--- config.mk ---
export PLATFORM = sky130hd
export DESIGN_NAME = box_plotter
export DESIGN_NICKNAME = d
export VERILOG_FILES = /design/src/rtl/pyonpyon_pkg.sv /design/src/rtl/box_req_fifo.sv /design/src/rtl/box_plotter.sv
export SDC_FILE = /design/constraint.sdc
export NUM_CORES = 1
export LEC_CHECK = 0
export ABC_AREA = 1
export CAP_MARGIN = 5
export CORE_MARGIN = 4
export CORE_UTILIZATION = 40
export DETAILED_ROUTE_END_ITERATION = 7
export GPL_TIMING_DRIVEN = 0
export PLACE_DENSITY_LB_ADDON = 0.15
export SLEW_MARGIN = 0
export SYNTH_ARGS = -nofsm -noshare
export SYNTH_HDL_FRONTEND = slang
export SYNTH_HIERARCHICAL = 1
export SYNTH_SLANG_ARGS = --single-unit
--- constraint.sdc ---
create_clock -name clk -period 3.05 [get_ports clk]
set_input_delay 0.305 -clock clk [delete_from_list [all_inputs] [get_ports clk]]
set_output_delay 0.305 -clock clk [all_outputs]
set_load 0.01 [all_outputs]
--- src/rtl/pyonpyon_pkg.sv ---
// Shared constants, plotter state encoding and box request payload.
package pyonpyon_pkg;

    localparam int unsigned SCREEN_W = 160;
    localparam int unsigned SCREEN_H = 120;

    localparam logic [2:0] WHITE = 3'b111;
    localparam logic [2:0] BLACK = 3'b000;

    typedef enum logic [1:0] {
        IDLE,
        DRAW,
        DONE
    } plot_state_t;

    typedef struct packed {
        logic [7:0] x;
        logic [6:0] y;
        logic [2:0] colour;
    } box_req_t;

endpackage

--- src/rtl/box_req_fifo.sv ---
// Synchronous request FIFO holding {x,y,colour} box requests.
module box_req_fifo
    import pyonpyon_pkg::*;
#(
    parameter int unsigned DEPTH = 4
) (
    input  logic                   clk,
    input  logic                   reset,
    input  logic                   push,
    input  logic                   pop,
    input  box_req_t               wdata,
    output box_req_t               rdata,
    output logic                   full,
    output logic                   empty,
    output logic [$clog2(DEPTH):0] count
);

    localparam int unsigned AW = $clog2(DEPTH);
    localparam int unsigned CW = AW + 1;

    box_req_t        mem [DEPTH];
    logic [AW-1:0]   wr_ptr;
    logic [AW-1:0]   rd_ptr;
    logic            do_push;
    logic            do_pop;

    assign full    = (count == CW'(DEPTH));
    assign empty   = (count == '0);
    assign do_push = push && !full;
    assign do_pop  = pop && !empty;
    assign rdata   = mem[rd_ptr];

    // Storage write; contents need no reset since count gates every read.
    always_ff @(posedge clk) begin
        if (do_push) begin
            mem[wr_ptr] <= wdata;
        end
    end

    // Pointer and occupancy tracking; simultaneous push and pop keep count.
    always_ff @(posedge clk) begin
        if (reset) begin
            wr_ptr <= '0;
            rd_ptr <= '0;
            count  <= '0;
        end else begin
            if (do_push) begin
                wr_ptr <= wr_ptr + AW'(1);
            end
            if (do_pop) begin
                rd_ptr <= rd_ptr + AW'(1);
            end
            count <= count + CW'(do_push) - CW'(do_pop);
        end
    end

endmodule

--- src/rtl/box_plotter.sv ---
// Queued box-fill engine: rasterises box requests into a clipped pixel stream.
module box_plotter
    import pyonpyon_pkg::*;
#(
    parameter int unsigned BOX_W      = 4,
    parameter int unsigned BOX_H      = 3,
    parameter int unsigned FIFO_DEPTH = 4
) (
    input  logic       clk,
    input  logic       reset,
    input  logic       req_valid,
    output logic       req_ready,
    input  logic [7:0] req_x,
    input  logic [6:0] req_y,
    input  logic [2:0] req_colour,
    output logic [7:0] x,
    output logic [6:0] y,
    output logic [2:0] colour,
    output logic       plot,
    output logic       busy,
    output logic       done
);

    localparam int unsigned CW = 4;
    localparam int unsigned QW = $clog2(FIFO_DEPTH) + 1;

    plot_state_t   state;
    logic [7:0]    ox;
    logic [6:0]    oy;
    logic [2:0]    oc;
    logic [CW-1:0] dx;
    logic [CW-1:0] dy;
    logic [8:0]    px;
    logic [7:0]    py;

    box_req_t      head;
    box_req_t      req_in;
    logic          fifo_full;
    logic          fifo_empty;
    logic [QW-1:0] fifo_count;
    logic          fifo_pop;

    assign req_in   = '{x: req_x, y: req_y, colour: req_colour};
    assign fifo_pop = (state == IDLE) && !fifo_empty;

    box_req_fifo #(
        .DEPTH (FIFO_DEPTH)
    ) u_fifo (
        .clk   (clk),
        .reset (reset),
        .push  (req_valid),
        .pop   (fifo_pop),
        .wdata (req_in),
        .rdata (head),
        .full  (fifo_full),
        .empty (fifo_empty),
        .count (fifo_count)
    );

    // Control FSM: load a queued box, walk dx fastest then dy, then pulse done.
    always_ff @(posedge clk) begin
        if (reset) begin
            state <= IDLE;
            ox    <= '0;
            oy    <= '0;
            oc    <= '0;
            dx    <= '0;
            dy    <= '0;
        end else begin
            unique case (state)
                IDLE: begin
                    if (!fifo_empty) begin
                        ox    <= head.x;
                        oy    <= head.y;
                        oc    <= head.colour;
                        dx    <= '0;
                        dy    <= '0;
                        state <= DRAW;
                    end
                end
                DRAW: begin
                    if (dx == CW'(BOX_W - 1)) begin
                        dx <= '0;
                        if (dy == CW'(BOX_H - 1)) begin
                            state <= DONE;
                        end else begin
                            dy <= dy + CW'(1);
                        end
                    end else begin
                        dx <= dx + CW'(1);
                    end
                end
                DONE: begin
                    state <= IDLE;
                end
                default: begin
                    state <= IDLE;
                end
            endcase
        end
    end

    // Widened pixel address so off-screen pixels are clipped instead of wrapping.
    assign px = 9'(ox) + 9'(dx);
    assign py = 8'(oy) + 8'(dy);

    // Output decode from registered state and counters only.
    always_comb begin
        x      = '0;
        y      = '0;
        colour = BLACK;
        plot   = 1'b0;
        if (state == DRAW) begin
            x      = px[7:0];
            y      = py[6:0];
            colour = oc;
            plot   = (px < 9'(SCREEN_W)) && (py < 8'(SCREEN_H));
        end
    end

    assign done      = (state == DONE);
    assign busy      = (state != IDLE) || (fifo_count != '0);
    assign req_ready = !fifo_full;

endmodule

==> key figures <==
Routing
  • Total Routed Length: 10.9 mm
  • Vias per inst: 4.86
  • Drt drc: 0
  • Final antenna-violating net count: 0
  • Wirelength per Cell: 14.5 um
  • DR iter-0 viols: 199
  • Vias: 3645
  • Pre-Repair DR Iteration Count: 4

Yosys
  • Async S/R FF share, synth: 0%
  • Post-Syn Instances: 520
  • Synth area leader: edfxtp_1
  • Mapped cell area: 0.00505 mm2
  • Post-Syn Nets: 561
  • Yosys reg bits: 109
  • Netlist cell types: 37
  • Register area share after synthesis: 57.4%
  • Most used DFF post-synth: edfxtp_1
  • Synth area leaders: edfxtp_1 (43%), dfxtp_1 (15%), nor2_1 (7.5%)
  • Syn Area/Cell: 9.72 um2
  • YS warnings: 6
  • Post-synth EDFFs: 72
  • Top-area cell type share of the netlist area: 42.8%

Floorplan
  • Area of the die: 0.0145 mm2
  • Core area: 0.0122 mm2
  • IO Pins: 43
  • Chip Width: 120 um
  • Initial core utilization: 41.4%
  • Overall die height: 120 um
  • Standard-cell rows: 40

Placed design
  • Cell Area, Placed: 0.00575 mm2
  • Placed Instances: 734
  • DP HPWL: 7.94 mm
  • Buffers on Ports: 42
  • GPL Wtd Cong: 0.859

Layout
  • Syn-to-layout area delta: 19.7%
  • Final Cell Area: 0.00605 mm2
  • Final Instance Count excl. Fillers: 750
  • # nets final: 618
  • Sequential cell area: 0.00290 mm2
  • Area of the multi-input gates: 0.00178 mm2
  • Fill cells: 1177
  • Most common library cell in the layout ignoring fill and taps: nor2_1
  • Most frequent cells in the layout: nor2_1 (97), edfxtp_1 (72), nand2_1 (68)
  • Share of cells above drive strength 1: 11.3%
  • Ant. Diodes: 0
  • Final core occ: 49.5%

Worst setup path
  • Worst-path cell chain: ha_1, fa_2, nand3_1, nand2_1, nand2_1, inv_1, nand2_1, nor2_1, nor2_1, nand2_1, nor2_1, clkdlybuf4s50_1
  • CP required: 2.74 ns
  • Worst Path Max Fanout: 5
  • Worst Setup Start Kind: flip-flop
  • Slowest CP cell: clkdlybuf4s50_1
  • Setup CP Type: flip-flop to output port
  • WP buf/inv: 2
  • CP max stage delay: 0.54 ns
  • CP most frequent cell: nand2_1
  • Critical path data arrival time: 2.56 ns
  • CP endpoint kind: output port
  • CP top delay family: adder cells

Clocking
  • CTS tree: built
  • Setup Fix Bufs, Post-CTS: 0
  • Post_cts resized: 0
  • TritonCTS buffer count: 9
  • CTS root buffer: clkbuf_16
  • Clock Sinks: 109
  • Worst-path clk slew: 0.07 ns
  • Worst-skew pair later-pin latency: 0.35 ns
  • Post-CTS Hold Buffers: 0
  • H-Tree Level Count: 3
  • CTS Buffer Depth: 2

GRT
  • Total track usage: 15.9%
  • Largest net degree at the start of global routing: 21
  • Vias in the first global route: 3542
  • Initial antenna violation count: 0
  • Global-route wire length before repair: 18.1 mm
  • Grt ovf: 0

Run
  • Max_cap viols: 0

STA
  • Post-Route Skew: 0.00686 ns
  • Peak Freq: 349 MHz
  • Actual slew at the worst max-slew pin: 0.632 ns
  • Final period util: 93.9%
  • Unrepaired setup endpoints after global routing: false
  • Relative slew slack: 57.8%
  • Total negative slack: 0 ns
  • Max-slew violation count: 0
  • Final setup vio count: 0
  • Min Tclk post-route: 2.87 ns
  • Final count of hold timing violations: 0

Power
  • Total power: 5.04 mW
  • Pwr per Cell Area: 834 mW/mm2
  • Leak pwr: 2.38 nW
  • Peak VDD IR: 0.531 mV

Outcome
  • Outcome: finished, final reports clean

Worst hold path
  • Worst hold path class: flip-flop to flip-flop
final cells by class:
type / instances / area share, %
Buffer: 18 / 2.61
Clock buffer: 9 / 3.72
Clock inverter: 7 / 1.10
Inverter: 58 / 3.79
Multi-Input combinational cell: 335 / 29.4
Sequential cell: 109 / 48.0
Tap cell: 168 / 3.48
Timing Repair Buffer: 46 / 7.94
metal layers:
layer | share of wire [%] | wire [um] | vias to the layer above | GRT usage, %
met1 | 47 | 5140 | 1692 | 21.7
met3 | 4.1 | 442 | 8 | 3.84
met5 | 0 | 0 | - | 0
met4 | 1.2 | 132 | 0 | 4.67
met2 | 48 | 5170 | 75 | 25.4
li1 | - | - | 1870 | -
kinds of logic after synthesis:
| family | share of synthesized area, % |
|---|---|
| compound gates | 11.9 |
| simple gates | 17.3 |
| fa+ha+maj | 5.40 |
| xor+xnor | 0.347 |
| flops | 57.4 |
| buf+inv | 7.65 |
sequential cells by signal, indices dropped and copies added, names as in the netlist, named ones only:
register / flops
u_fifo/count: 3
ox: 8
state: 2
u_fifo/wr_ptr: 2
u_fifo/mem: 72
oc: 3
dx: 4
dy: 4
u_fifo/rd_ptr: 2
oy: 7
worst register-to-register path: stages, from the launching register on:
cell	delay, ns
dfxtp_1	0.34
nor2_1	0.15
nand2_1	0.14
inv_1	0.22
nor2_8	0.10
buf_6	0.15
inv_1	0.05
nor2_1	0.04
ha_1	0.27
inv_1	0.04
ha_1	0.18
fa_1	0.38
a21oi_1	0.13
nor2_1	0.06
report_power, final:
| part | switching, mW | internal (mW) | leakage [nW] |
|---|---|---|---|
| sequential | 0.141 | 1.82 | 0.964 |
| clock | 0.550 | 0.571 | 0.141 |
| combinational | 1.21 | 0.749 | 1.27 |
| total | 1.90 | 3.14 | 2.38 |
metrics by stage:
stage / setup WS, ns / hold slack (ns)
floorplan: 0.925 / 0.376
global placement: 0.224 / 0.445
detailed placement: 0.502 / 0.446
CTS: 0.107 / 0.458
global route: 0.0242 / 0.479
finish: 0.185 / 0.457
final timing paths:
path	from	cells past startpoint	end	slack (ns)
worst max-delay path	dx[0]	12	plot	0.18
worst min register to register	oc[2]	2	oc[2]	0.46
worst min-delay path	oc[2]	2	oc[2]	0.46
worst max register to register	u_fifo/count[1]	13	u_fifo/count[2]	0.73
cells in the mapped netlist (2+ instances only):
cell,n
fa_1,3
dfxtp_1,37
nand2_2,3
a21oi_2,6
ha_1,17
buf_2,3
o21ai_0,40
nor3_1,2
nand3b_1,3
nand3_1,19
inv_2,5
o21ai_1,15
inv_1,50
nor2_2,2
o22ai_1,18
a21oi_1,20
nor2_1,101
edfxtp_1,72
o21ai_2,2
clkbuf_1,2
o211ai_1,3
buf_4,3
nand4_1,4
buf_6,10
nand2_1,68
Power figures use the tool's default switching activity.
